### config.mk
export PLATFORM = sky130hd
export DESIGN_NAME = cla16_adder
export DESIGN_NICKNAME = d
export VERILOG_FILES = /design/src/rtl/cla16_adder.sv
export SDC_FILE = /design/constraint.sdc
export NUM_CORES = 1
export LEC_CHECK = 0
export ABC_AREA = 1
export CORE_MARGIN = 5
export CORE_UTILIZATION = 43
export DETAILED_ROUTE_END_ITERATION = 10
export GPL_ROUTABILITY_DRIVEN = 0
export MAX_ROUTING_LAYER = met4
export PLACE_DENSITY = 0.8
export SETUP_SLACK_MARGIN = 0.5
export SLEW_MARGIN = 0
export SYNTH_ARGS = -nofsm -noshare
export SYNTH_HDL_FRONTEND = slang
export SYNTH_HIERARCHICAL = 1
export SYNTH_SLANG_ARGS = --single-unit
### constraint.sdc
create_clock -name clk -period 0.8 [get_ports clk]
set_clock_uncertainty 0.1 [all_clocks]
set_input_delay 0.16 -clock clk [delete_from_list [all_inputs] [get_ports clk]]
set_output_delay 0.16 -clock clk [all_outputs]
set_load 0.02 [all_outputs]
### src/rtl/cla16_adder.sv
// 16-bit two-level carry-lookahead adder with registered outputs (S, Co, V, Pg, Gg).
// Optional macro CLA16_ADDER_INPUT_REG_EN adds an input register stage (2-cycle latency).

module cla4_block (
  input  logic [3:0] p,
  input  logic [3:0] g,
  input  logic       cin,
  output logic [3:0] c,
  output logic       pb,
  output logic       gb
);

  // c[k] is the carry into bit k of this block; c[0] is the block carry-in
  assign c[0] = cin;
  assign c[1] = g[0] | (p[0] & cin);
  assign c[2] = g[1] | (p[1] & g[0]) | (p[1] & p[0] & cin);
  assign c[3] = g[2] | (p[2] & g[1]) | (p[2] & p[1] & g[0]) | (p[2] & p[1] & p[0] & cin);

  assign pb = &p;
  assign gb = g[3] | (p[3] & g[2]) | (p[3] & p[2] & g[1]) | (p[3] & p[2] & p[1] & g[0]);

endmodule

module cla16_adder (
  input  logic        clk,
  input  logic        rst,
  input  logic [15:0] A,
  input  logic [15:0] B,
  input  logic        Ci,
  output logic [15:0] S,
  output logic        Co,
  output logic        V,
  output logic        Pg,
  output logic        Gg
);

  logic [15:0] a_int;
  logic [15:0] b_int;
  logic        ci_int;

`ifdef CLA16_ADDER_INPUT_REG_EN
  always_ff @(posedge clk or posedge rst) begin
    if (rst) begin
      a_int  <= 16'h0000;
      b_int  <= 16'h0000;
      ci_int <= 1'b0;
    end else begin
      a_int  <= A;
      b_int  <= B;
      ci_int <= Ci;
    end
  end
`else
  assign a_int  = A;
  assign b_int  = B;
  assign ci_int = Ci;
`endif

  logic [15:0] p;
  logic [15:0] g;
  logic [15:0] c;
  logic [3:0]  blk_p;
  logic [3:0]  blk_g;
  logic [3:0]  blk_cin;
  logic        c16;
  logic        grp_g;
  logic [15:0] sum;

  assign p = a_int ^ b_int;
  assign g = a_int & b_int;

  for (genvar k = 0; k < 4; k++) begin : g_blk
    cla4_block u_blk (
      .p   (p[4*k +: 4]),
      .g   (g[4*k +: 4]),
      .cin (blk_cin[k]),
      .c   (c[4*k +: 4]),
      .pb  (blk_p[k]),
      .gb  (blk_g[k])
    );
  end

  // Second-level lookahead: block carry-ins come straight from block P/G and Ci
  assign blk_cin[0] = ci_int;
  assign blk_cin[1] = blk_g[0] | (blk_p[0] & ci_int);
  assign blk_cin[2] = blk_g[1] | (blk_p[1] & blk_g[0]) | (blk_p[1] & blk_p[0] & ci_int);
  assign blk_cin[3] = blk_g[2] | (blk_p[2] & blk_g[1]) | (blk_p[2] & blk_p[1] & blk_g[0])
                    | (blk_p[2] & blk_p[1] & blk_p[0] & ci_int);

  assign grp_g = blk_g[3] | (blk_p[3] & blk_g[2]) | (blk_p[3] & blk_p[2] & blk_g[1])
               | (blk_p[3] & blk_p[2] & blk_p[1] & blk_g[0]);
  assign c16   = grp_g | ((&blk_p) & ci_int);

  assign sum = p ^ c;

  always_ff @(posedge clk or posedge rst) begin
    if (rst) begin
      S  <= 16'h0000;
      Co <= 1'b0;
      V  <= 1'b0;
      Pg <= 1'b0;
      Gg <= 1'b0;
    end else begin
      S  <= sum;
      Co <= c16;
      V  <= c[15] ^ c16;
      Pg <= &blk_p;
      Gg <= grp_g;
    end
  end

endmodule

==> results of run 1 <==
-- cell usage after synthesis (4+ instances only) --
| master | count |
|---|---|
| sky130_fd_sc_hd__nor2_1 | 4 |
| sky130_fd_sc_hd__nand2_1 | 41 |
| sky130_fd_sc_hd__nand3_1 | 10 |
| sky130_fd_sc_hd__ha_1 | 16 |
| sky130_fd_sc_hd__a21oi_1 | 8 |
| sky130_fd_sc_hd__buf_4 | 4 |
| sky130_fd_sc_hd__inv_1 | 20 |
| sky130_fd_sc_hd__nand2_2 | 12 |
| sky130_fd_sc_hd__dfrtp_1 | 20 |
| sky130_fd_sc_hd__xor2_1 | 16 |
-- what timing repair did --
action,CTS,global route
setup buffers,15,5
gates cloned,1,0
gates resized for setup,241,25
pin swaps,35,21
endpoints found under the hold margin,20,20
endpoints found under the setup margin,60,40
-- flip-flops by register name (all words and copies together) (netlist names) --
signal / cells
Co: 1
Gg: 1
Pg: 1
S: 16
V: 1
-- logic make-up (layout without fill, tap and decap cells) --
logic type,after synthesis,count (layout),synth area share
AND/OR/NAND/NOR,70,70,0.241
buffers and inverters,24,130,0.0789
flip-flops,20,20,0.376
adder cells (fa/ha/maj),16,16,0.150
XOR/XNOR,16,16,0.105
AO/OA/AOI/OAI,11,11,0.0488
other,0,1,0
-- path summary, 6_finish.rpt --
check,startpoint,end,slack [ps],depth (start not counted)
setup / recovery,B[2],S[11],-800,15
hold / removal,rst,S[15],-20,4
max in group asynchronous,rst,Pg,500,3
min in group clk,A[7],S[7],190,4
-- through the flow --
step | utilization | hold slack (ps)
2_1_floorplan | - | -87.4
3_3_place_gp | 0.808 | 447
3_5_place_dp | 0.808 | 460
4_1_cts | 0.895 | -39.7
5_1_grt | 0.944 | -24.4
6_report | 0.944 | -17.6
-- routing by layer --
| metal | share of wire | global-route usage | up-vias |
|---|---|---|---|
| li1 | - | - | 701 |
| met1 | 0.33 | 0.264 | 764 |
| met2 | 0.52 | 0.497 | 110 |
| met3 | 0.067 | 0.0308 | 50 |
| met4 | 0.084 | 0.135 | 0 |
| met5 | 0 | - | - |
-- report_power, final --
part           switching, mW  internal, mW
Combinational           1.18          1.23
Clock                  0.383         0.506
Sequential             0.126          1.21
-- cell type report --
type                    count  area [sq um]
fillers                    93           168
flip-flops and latches     20           500
clock buffers               3          22.5
well taps                  33          41.3
repair buffers            106           990
diodes                      1          2.50
clock inverters             1          30.0
inverters                  20          78.8
multi-input cells         113          1170
-- critical path, delay by kind of cell --
family / cells / cell delay, ps
xor gates and xnor gates: 1 / 190
buffers and inverters: 4 / 440
and+or+nand+nor: 9 / 700
adders and majority gates: 1 / 230
==> flow_metrics.py, run 1 <==
metrics = {
    "outcome": {
        "run_status": "finished, violations left",
        "violations_in_the_final_reports": "negative hold slack, negative setup slack",
    },
    "timing": {
        "time_the_final_worst_path_needs_with_i_o_delays_and_setup_ps": 1600,
        "slew_viol_final": 0,
        "timing.final.crit_share": 2.00,
        "grt_setup_unrepaired": "yes",
        "timing.setup.tns_ps": -17420,
        "timing.hold.ws_ps": -17.6,
        "final_critical_path_setup_slack_ps": -799,
        "final_report_setup_violation_count": 40,
        "worstMarginPinSlew_ps": 329,
        "maxSlewHeadroom": 0.781,
        "max_freq_ghz": 0.625,
        "hold_viol_final": 14,
    },
    "synth": {
        "synth-seq-area-share": 0.376,
        "yosysWarnings": 6,
        "netlist.top_cell.by_area": "sky130_fd_sc_hd__dfrtp_1",
        "yosys-top-cells-area": "sky130_fd_sc_hd__dfrtp_1 (38%), sky130_fd_sc_hd__ha_1 (15%), sky130_fd_sc_hd__nand2_1 (12%)",
        "cell_area_after_technology_mapping_sq_mm": 0.00133,
        "async_flop_share": 1.00,
        "synth_enable_flop_cells": 0,
        "syn_avg_cell_area_sq_um": 8.49,
        "post_synth_inst_count": 157,
        "netlist-cell-type-count": 16,
        "synth_top_flop_cell": "sky130_fd_sc_hd__dfrtp_1",
        "postSynthRegisterBits": 20,
        "post_synth_top_area_share": 0.376,
        "syn-num-nets": 208,
    },
    "critical_path": {
        "path_max_fanout": 3,
        "startpoint_type": "primary input",
        "critical_path.slowest_cell": "sky130_fd_sc_hd__ha_4",
        "data_arrival_time_of_the_worst_path_ps": 1740,
        "critPathRequiredTime_ps": 940,
        "setup.worst_path.class": "primary input to flop",
        "worst_path_largest_cell_delay_ps": 230,
        "worst_path_most_repeated_cell": "sky130_fd_sc_hd__nand2_2",
        "cp-end-kind": "flop",
        "timing.critical_path.cells": "buf_2 -> ha_4 -> nand2_4 -> inv_2 -> nand2_2 -> nand2_2 -> nand2_2 -> nand3_2 -> buf_4 -> buf_6 -> nand2_4 -> nand2_4 -> nand2_2 -> nand2_2 -> xor2_1",
    },
    "flow_run": {
        "maxCapViolations": 0,
    },
    "final_layout": {
        "drive_gt1_frac": 0.662,
        "final_common_cell": "sky130_fd_sc_hd__buf_4",
        "area_of_all_placed_cells_without_fillers_sq_mm": 0.00284,
        "nets": 315,
        "area.growth.synth_to_final_pct": 113,
        "final-instance-count-excl-fill": 297,
        "final_cell_mix": "sky130_fd_sc_hd__buf_4 (41), sky130_fd_sc_hd__buf_6 (35), sky130_fd_sc_hd__nand2_2 (28), sky130_fd_sc_hd__dfrtp_1 (20), sky130_fd_sc_hd__inv_1 (17)",
    },
    "detailed_routing": {
        "routed_wl_um": 6650,
        "drt_iter0_markers": 97,
        "dr.pass1.iters": 4,
        "via_per_inst": 5.47,
        "detailroute.via_count": 1625,
        "drcViolationCount": 0,
        "ant_nets": 0,
        "drt-wirelength-per-cell_um": 22.4,
    },
    "clock_tree": {
        "ctsHtreeMaxLevel": 1,
        "clockRootBuffer": "sky130_fd_sc_hd__clkbuf_4",
        "cts.clk_slew.worst_paths_ps": 140,
        "tritoncts": "yes",
        "numClockSinks": 20,
        "number_of_cts_inserted_buffers": 3,
        "maximum_clock_insertion_buffer_count": 2,
    },
    "global_route": {
        "grt_overflow": 0,
        "grt_util_all_layers": 0.264,
        "largest_net_degree_at_the_start_of_global_routing": 13,
        "global_route_wire_length_before_repair_um": 8320,
        "grt_pass1_vias": 1746,
        "antenna_found_initial": 1,
    },
    "min_path": {
        "min-delay-path-class": "primary input to asynchronous set/reset pin",
    },
    "power": {
        "totalPowerFinal_mw": 4.64,
        "p_per_area_mw_per_mm2": 1640,
        "static-leakage-power_nw": 1.44,
        "worst_ir_drop_vdd_uv": 1550,
    },
    "place": {
        "dp_hpwl_um": 3160,
        "placement.io_buffers": 54,
        "post-place-ws_ps": -1400,
        "placed_cells_incl_taps": 271,
        "placed_cell_area_sq_mm": 0.00243,
    },
    "floorplanning": {
        "pin_count": 55,
        "placeableCoreArea_sq_mm": 0.00300,
        "die_width_um": 65.7,
        "num_rows": 20,
        "dieHeight_um": 65.7,
        "die_area_sq_mm": 0.00431,
        "initial_core_util": 0.444,
    },
}
(Power assumes the default switching activity.)
==> run 2, diff against run 1 <==
CORE_UTILIZATION = 44   (was 43)
CTS_BUF_LIST = sky130_fd_sc_hd__clkbuf_4   (was unset)
PLACE_DENSITY = 0.82   (was 0.8)
==> run 2 against run 1 <==
The flow still finishes with violations (negative hold slack, negative setup slack); clock power increased by 6.4%; critical path depth unchanged; wire length increased by 27%; cell count decreased by 0.67%; highest routed layer unchanged; via count increased by 10%; setup slack got worse by 16 ps.
==> flow_metrics.py, run 2 (synthesis results as in run 1) <==
metrics = {
    "clock_tree": {
        "maximum_clock_insertion_buffer_count": 2,
        "tritoncts": "yes",
        "numClockSinks": 20,
        "clockRootBuffer": "sky130_fd_sc_hd__clkbuf_4",
        "number_of_cts_inserted_buffers": 3,
        "cts.clk_slew.worst_paths_ps": 150,
        "ctsHtreeMaxLevel": 1,
    },
    "critical_path": {
        "worst_path_most_repeated_cell": "sky130_fd_sc_hd__nand2_2",
        "timing.critical_path.cells": "buf_2 -> ha_4 -> nand2_4 -> inv_2 -> nand2_2 -> nand2_2 -> inv_2 -> nand3_2 -> a21o_1 -> nand2_2 -> nand2_2 -> nand2_2 -> nand2_4 -> nand4_1 -> nand2_1",
        "critical_path.slowest_cell": "sky130_fd_sc_hd__ha_4",
        "path_max_fanout": 3,
        "worst_path_largest_cell_delay_ps": 260,
        "setup.worst_path.class": "primary input to flop",
        "cp-end-kind": "flop",
        "startpoint_type": "primary input",
        "data_arrival_time_of_the_worst_path_ps": 1770,
        "timing.critical_path.from": "B[6]",
        "critPathRequiredTime_ps": 960,
    },
    "global_route": {
        "grt_pass1_vias": 1706,
        "antenna_found_initial": 0,
        "largest_net_degree_at_the_start_of_global_routing": 13,
        "grt_overflow": 0,
        "global_route_wire_length_before_repair_um": 9070,
        "grt_util_all_layers": 0.300,
    },
    "final_layout": {
        "final-seq-area_sq_um": 500,
        "area_used_by_multi_input_combinational_logic_sq_mm": 0.00120,
        "drive_gt1_frac": 0.683,
        "largest_register_ff_count": 16,
        "area_of_all_placed_cells_without_fillers_sq_mm": 0.00286,
        "max_flop_register": "S",
        "area.growth.synth_to_final_pct": 115,
        "number_of_fill_cells": 61,
        "final_common_cell": "sky130_fd_sc_hd__buf_6",
        "final_cell_mix": "sky130_fd_sc_hd__buf_6 (45), sky130_fd_sc_hd__buf_4 (32), sky130_fd_sc_hd__nand2_2 (21), sky130_fd_sc_hd__dfrtp_1 (20), sky130_fd_sc_hd__nand2_4 (17)",
        "post-route-util": 0.962,
        "num_antenna_cells": 0,
        "nets": 314,
    },
    "min_path": {
        "min-delay-path-class": "primary input to asynchronous set/reset pin",
    },
    "timing": {
        "grt_setup_unrepaired": "yes",
        "timing.setup.tns_ps": -18510,
        "time_the_final_worst_path_needs_with_i_o_delays_and_setup_ps": 1610,
        "max_freq_ghz": 0.619,
        "slew_viol_final": 0,
        "worstMarginPinSlew_ps": 253,
        "hold_viol_final": 20,
        "final_report_setup_violation_count": 40,
        "maxSlewHeadroom": 0.831,
        "timing.final.crit_share": 2.02,
        "final_critical_path_setup_slack_ps": -815,
        "timing.hold.ws_ps": -143,
    },
    "detailed_routing": {
        "ant_nets": 0,
        "drt-wirelength-per-cell_um": 28.7,
        "routed_wl_um": 8470,
        "drcViolationCount": 0,
        "detailroute.via_count": 1795,
        "via_per_inst": 6.08,
        "drt_iter0_markers": 116,
        "dr.pass1.iters": 4,
    },
    "floorplanning": {
        "pin_count": 55,
        "num_rows": 20,
        "dieHeight_um": 65.0,
        "die_width_um": 65.0,
        "die_area_sq_mm": 0.00423,
        "initial_core_util": 0.447,
        "placeableCoreArea_sq_mm": 0.00298,
    },
    "power": {
        "p_per_area_mw_per_mm2": 1710,
        "static-leakage-power_nw": 1.45,
        "worst_ir_drop_vdd_uv": 907,
    },
    "place": {
        "placed_cell_area_sq_mm": 0.00238,
        "dp_hpwl_um": 2890,
        "placement.io_buffers": 54,
    },
    "flow_run": {
        "maxCapViolations": 0,
    },
    "outcome": {
        "run_status": "finished, violations left",
        "violations_in_the_final_reports": "negative hold slack, negative setup slack",
    },
}
[run 2: power by group]
part           internal, mW  leakage [nW]  total, mW  switching [mW]
Clock                 0.508        0.0279      0.946           0.437
Sequential             1.21         0.237       1.35           0.142
Combinational          1.28          1.18       2.60            1.33
Total                  2.99          1.45       4.90            1.91
[run 2: worst max-delay path: cells and delay by family]
| kind | cells | cell delay [ps] |
|---|---|---|
| fa+ha+maj | 1 | 260 |
| compound gates | 1 | 220 |
| buf+inv | 3 | 260 |
| simple gates | 10 | 850 |
[run 2: timing repair]
action | 4_1_cts | 5_1_grt
setup buffers | 12 | 11
cloned | 1 | 0
pin swaps | 39 | 37
setup endpoints to repair | 60 | 40
gates resized for setup | 252 | 53
hold endpoints to repair | 20 | 20
[run 2: routing by layer]
layer  global-route usage  part of all wire  up-vias  wire [um]
met5                    -                 0        -          0
met4                0.135             0.099        0        841
met3               0.0416             0.077       75        652
met2                0.567              0.51      169       4330
met1                0.303              0.31      854       2650
li1                     -                 -      697          -
[run 2: cell type report]
| class | instances | share of cell area |
|---|---|---|
| sequential | 20 | 0.175 |
| clock buffer | 3 | 0.00786 |
| clock inverter | 1 | 0.0105 |
| inverter | 20 | 0.0275 |
| timing repair buffer | 105 | 0.344 |
| tap | 33 | 0.0144 |
| multi-input combinational | 113 | 0.421 |
[run 2: through the flow]
stage                     hold WS [ps]  instances  power (mW)  worst slack (ps)
after floorplan                  -87.4        157        2.27              -767
after global placement             430        267        3.09             -1300
after detailed placement           437        267        3.16             -1390
after CTS                         -126        284        4.22              -650
after global routing              -124        295        5.01              -904
final                             -143        295        4.90              -815
[run 2: final timing paths]
path / endpoint / slack [ps] / cells after the start
setup / recovery: V / -810 / 15
hold / removal: S[4] / -140 / 3
max in group asynchronous: S[13] / 530 / 4
min in group clk: S[7] / 140 / 5
==> run 3, diff against run 2 <==
ABC_AREA = 0   (was 1)
CORE_UTILIZATION = 42   (was 44)
GPL_TIMING_DRIVEN = 0   (was unset)
PLACE_DENSITY = 0.81   (was 0.82)
==> run 3 against run 2 <==
The run still ends with negative hold slack, negative setup slack left; synthesized area shrank 11%; sequential power is essentially flat; critical endpoint unchanged; first-iteration DRC count shrank 40%.
==> flow_metrics.py, run 3 <==
metrics = {
    "final_layout": {
        "number_of_fill_cells": 101,
        "max_flop_register": "S",
        "area_of_all_placed_cells_without_fillers_sq_mm": 0.00247,
        "final-seq-area_sq_um": 500,
        "drive_gt1_frac": 0.597,
        "largest_register_ff_count": 16,
        "post-route-util": 0.902,
        "nets": 258,
        "final_common_cell": "sky130_fd_sc_hd__buf_6",
        "area_used_by_multi_input_combinational_logic_sq_um": 940,
        "area.growth.synth_to_final_pct": 107,
        "final_cell_mix": "sky130_fd_sc_hd__buf_6 (43), sky130_fd_sc_hd__buf_4 (25), sky130_fd_sc_hd__dfrtp_1 (20), sky130_fd_sc_hd__xor2_1 (16), sky130_fd_sc_hd__ha_4 (16)",
        "final-instance-count-excl-fill": 238,
    },
    "critical_path": {
        "worst_path_most_repeated_cell": "sky130_fd_sc_hd__a21o_1",
        "cp-end-kind": "flop",
        "critical_path.slowest_cell": "sky130_fd_sc_hd__ha_4",
        "critPathRequiredTime_ps": 930,
        "data_arrival_time_of_the_worst_path_ps": 1920,
        "timing.critical_path.from": "B[3]",
        "worst_path_largest_cell_delay_ps": 250,
        "path_max_fanout": 4,
        "timing.critical_path.cells": "buf_6 -> ha_4 -> a21oi_2 -> o21ai_2 -> a21o_1 -> a21o_1 -> a21o_1 -> a21o_1 -> a31o_1 -> xor2_1",
        "startpoint_type": "primary input",
        "setup.worst_path.class": "primary input to flop",
    },
    "global_route": {
        "grt_util_all_layers": 0.215,
        "grt_pass1_vias": 1364,
        "global_route_wire_length_before_repair_um": 6580,
        "grt_overflow": 0,
        "largest_net_degree_at_the_start_of_global_routing": 12,
        "antenna_found_initial": 1,
    },
    "floorplanning": {
        "die_area_sq_mm": 0.00400,
        "die_width_um": 63.3,
        "initial_core_util": 0.436,
        "num_rows": 19,
        "placeableCoreArea_sq_mm": 0.00273,
        "dieHeight_um": 63.3,
        "pin_count": 55,
    },
    "synth": {
        "postSynthRegisterBits": 20,
        "synth_most_common_cell": "sky130_fd_sc_hd__dfrtp_1",
        "netlist.top_cell.by_area": "sky130_fd_sc_hd__dfrtp_1",
        "synth_top_flop_cell": "sky130_fd_sc_hd__dfrtp_1",
        "cell_area_after_technology_mapping_sq_mm": 0.00119,
        "yosysWarnings": 6,
        "netlist-cell-type-count": 15,
        "synth_common_cells": "sky130_fd_sc_hd__dfrtp_1 (20), sky130_fd_sc_hd__xor2_1 (17), sky130_fd_sc_hd__ha_1 (16)",
        "syn_avg_cell_area_sq_um": 11.2,
        "async_flop_share": 1.00,
        "synth-seq-area-share": 0.420,
        "synth_enable_flop_cells": 0,
        "yosys-top-cells-area": "sky130_fd_sc_hd__dfrtp_1 (42%), sky130_fd_sc_hd__ha_1 (17%), sky130_fd_sc_hd__xor2_1 (13%)",
        "syn-num-nets": 157,
        "post_synth_top_area_share": 0.420,
        "post_synth_inst_count": 106,
    },
    "power": {
        "combPwrFrac": 0.541,
        "p_sw_mw": 1.45,
        "p_per_area_mw_per_mm2": 1650,
        "worst_ir_drop_vdd_uv": 1790,
        "p_seq_frac": 0.326,
        "static-leakage-power_nw": 1.26,
        "internal_power_mw": 2.60,
        "power_frac_clock": 0.133,
        "totalPowerFinal_mw": 4.06,
        "power_switching_share": 0.358,
    },
    "clock_tree": {
        "ctsHtreeMaxLevel": 1,
        "tritoncts": "yes",
        "cts.clk_slew.worst_paths_ps": 130,
        "maximum_clock_insertion_buffer_count": 2,
        "number_of_cts_inserted_buffers": 3,
        "numClockSinks": 20,
        "clockRootBuffer": "sky130_fd_sc_hd__clkbuf_4",
    },
    "detailed_routing": {
        "drt-wirelength-per-cell_um": 22.2,
        "ant_nets": 0,
        "dr.pass1.iters": 4,
        "detailroute.via_count": 1332,
        "drcViolationCount": 0,
        "drt_iter0_markers": 70,
        "routed_wl_um": 5280,
        "via_per_inst": 5.60,
    },
    "timing": {
        "timing.setup.tns_ps": -19360,
        "grt_setup_unrepaired": "yes",
        "final_report_setup_violation_count": 39,
        "worstMarginPinSlew_ps": 240,
        "timing.final.crit_share": 2.24,
        "time_the_final_worst_path_needs_with_i_o_delays_and_setup_ps": 1790,
        "slew_viol_final": 0,
        "max_freq_ghz": 0.558,
        "final_critical_path_setup_slack_ps": -993,
        "maxSlewHeadroom": 0.840,
        "hold_viol_final": 20,
        "timing.hold.ws_ps": -262,
    },
    "place": {
        "post-place-ws_ps": -1740,
        "placed_cells_incl_taps": 191,
        "placed_cell_area_sq_mm": 0.00196,
        "dp_hpwl_um": 2450,
        "placement.io_buffers": 54,
    },
    "outcome": {
        "violations_in_the_final_reports": "negative hold slack, negative setup slack",
        "run_status": "finished, violations left",
    },
    "min_path": {
        "min-delay-path-class": "primary input to asynchronous set/reset pin",
    },
    "flow_run": {
        "maxCapViolations": 0,
    },
}
==> run 3: cell types whose count changed in the layout (fill, tap and decap cells not counted), moves of 8 or more <==
cell,before,now
sky130_fd_sc_hd__nand2_2,21,0
sky130_fd_sc_hd__nand2_1,15,6
sky130_fd_sc_hd__a21o_1,1,15
sky130_fd_sc_hd__nand2_4,17,0
sky130_fd_sc_hd__dlymetal6s2s_1,0,13
sky130_fd_sc_hd__inv_1,15,1
sky130_fd_sc_hd__clkdlybuf4s15_1,8,0
==> run 3: final cells by class <==
cell class | count | area share
multi-input cells | 80 | 0.381
repair buffers | 93 | 0.360
flip-flops and latches | 20 | 0.203
well taps | 31 | 0.0157
plain buffers | 4 | 0.0152
clock buffers | 3 | 0.00913
repair inverters | 3 | 0.00913
inverters | 2 | 0.00457
clock inverters | 1 | 0.00152
diodes | 1 | 0.00101
==> run 3: what timing repair did <==
action / CTS / global route
gates resized for setup: 209 / 44
setup endpoints to repair: 60 / 60
hold endpoints to repair: 20 / 20
setup buffers: 27 / 12
cloned: 3 / 0
pin swaps: 27 / 26
==> run 3: final timing paths <==
kind | endpoint | slack, ps | depth (start not counted)
max in group asynchronous | S[1] | 700 | 2
max | V | -990 | 10
min in group clk | S[11] | 90 | 3
min | Co | -260 | 2
==> run 3: logic make-up after synthesis <==
family	count (synthesis)	share of synthesized area
AO/OA/AOI/OAI	35	0.200
XOR/XNOR	17	0.125
adder cells (fa/ha/maj)	16	0.168
buffers and inverters	6	0.0315
flip-flops	20	0.420
AND/OR/NAND/NOR	12	0.0557
==> run 3: critical path, delay by kind of cell <==
family	cells	cell delay [ps]
XOR/XNOR	1	200
adder cells (fa/ha/maj)	1	250
buffers and inverters	1	100
AO/OA/AOI/OAI	7	1220
==> run 3: layer usage <==
metal  vias to the layer above  track usage  share of wire
met2                        74        0.422           0.56
met5                         -            -              0
li1                        579            -              -
met3                        18       0.0355          0.047
met4                         0       0.0909          0.038
met1                       661        0.202           0.36
==> run 3: power by group through the flow <==
stage,Sequential (mW),Clock [mW],Combinational [mW]
2_1_floorplan,1.55,0,0.570
3_3_place_gp,1.27,0,1.55
3_5_place_dp,1.29,0,1.58
4_1_cts,1.31,0.520,1.89
5_1_grt,1.34,0.585,2.30
6_report,1.32,0.540,2.20
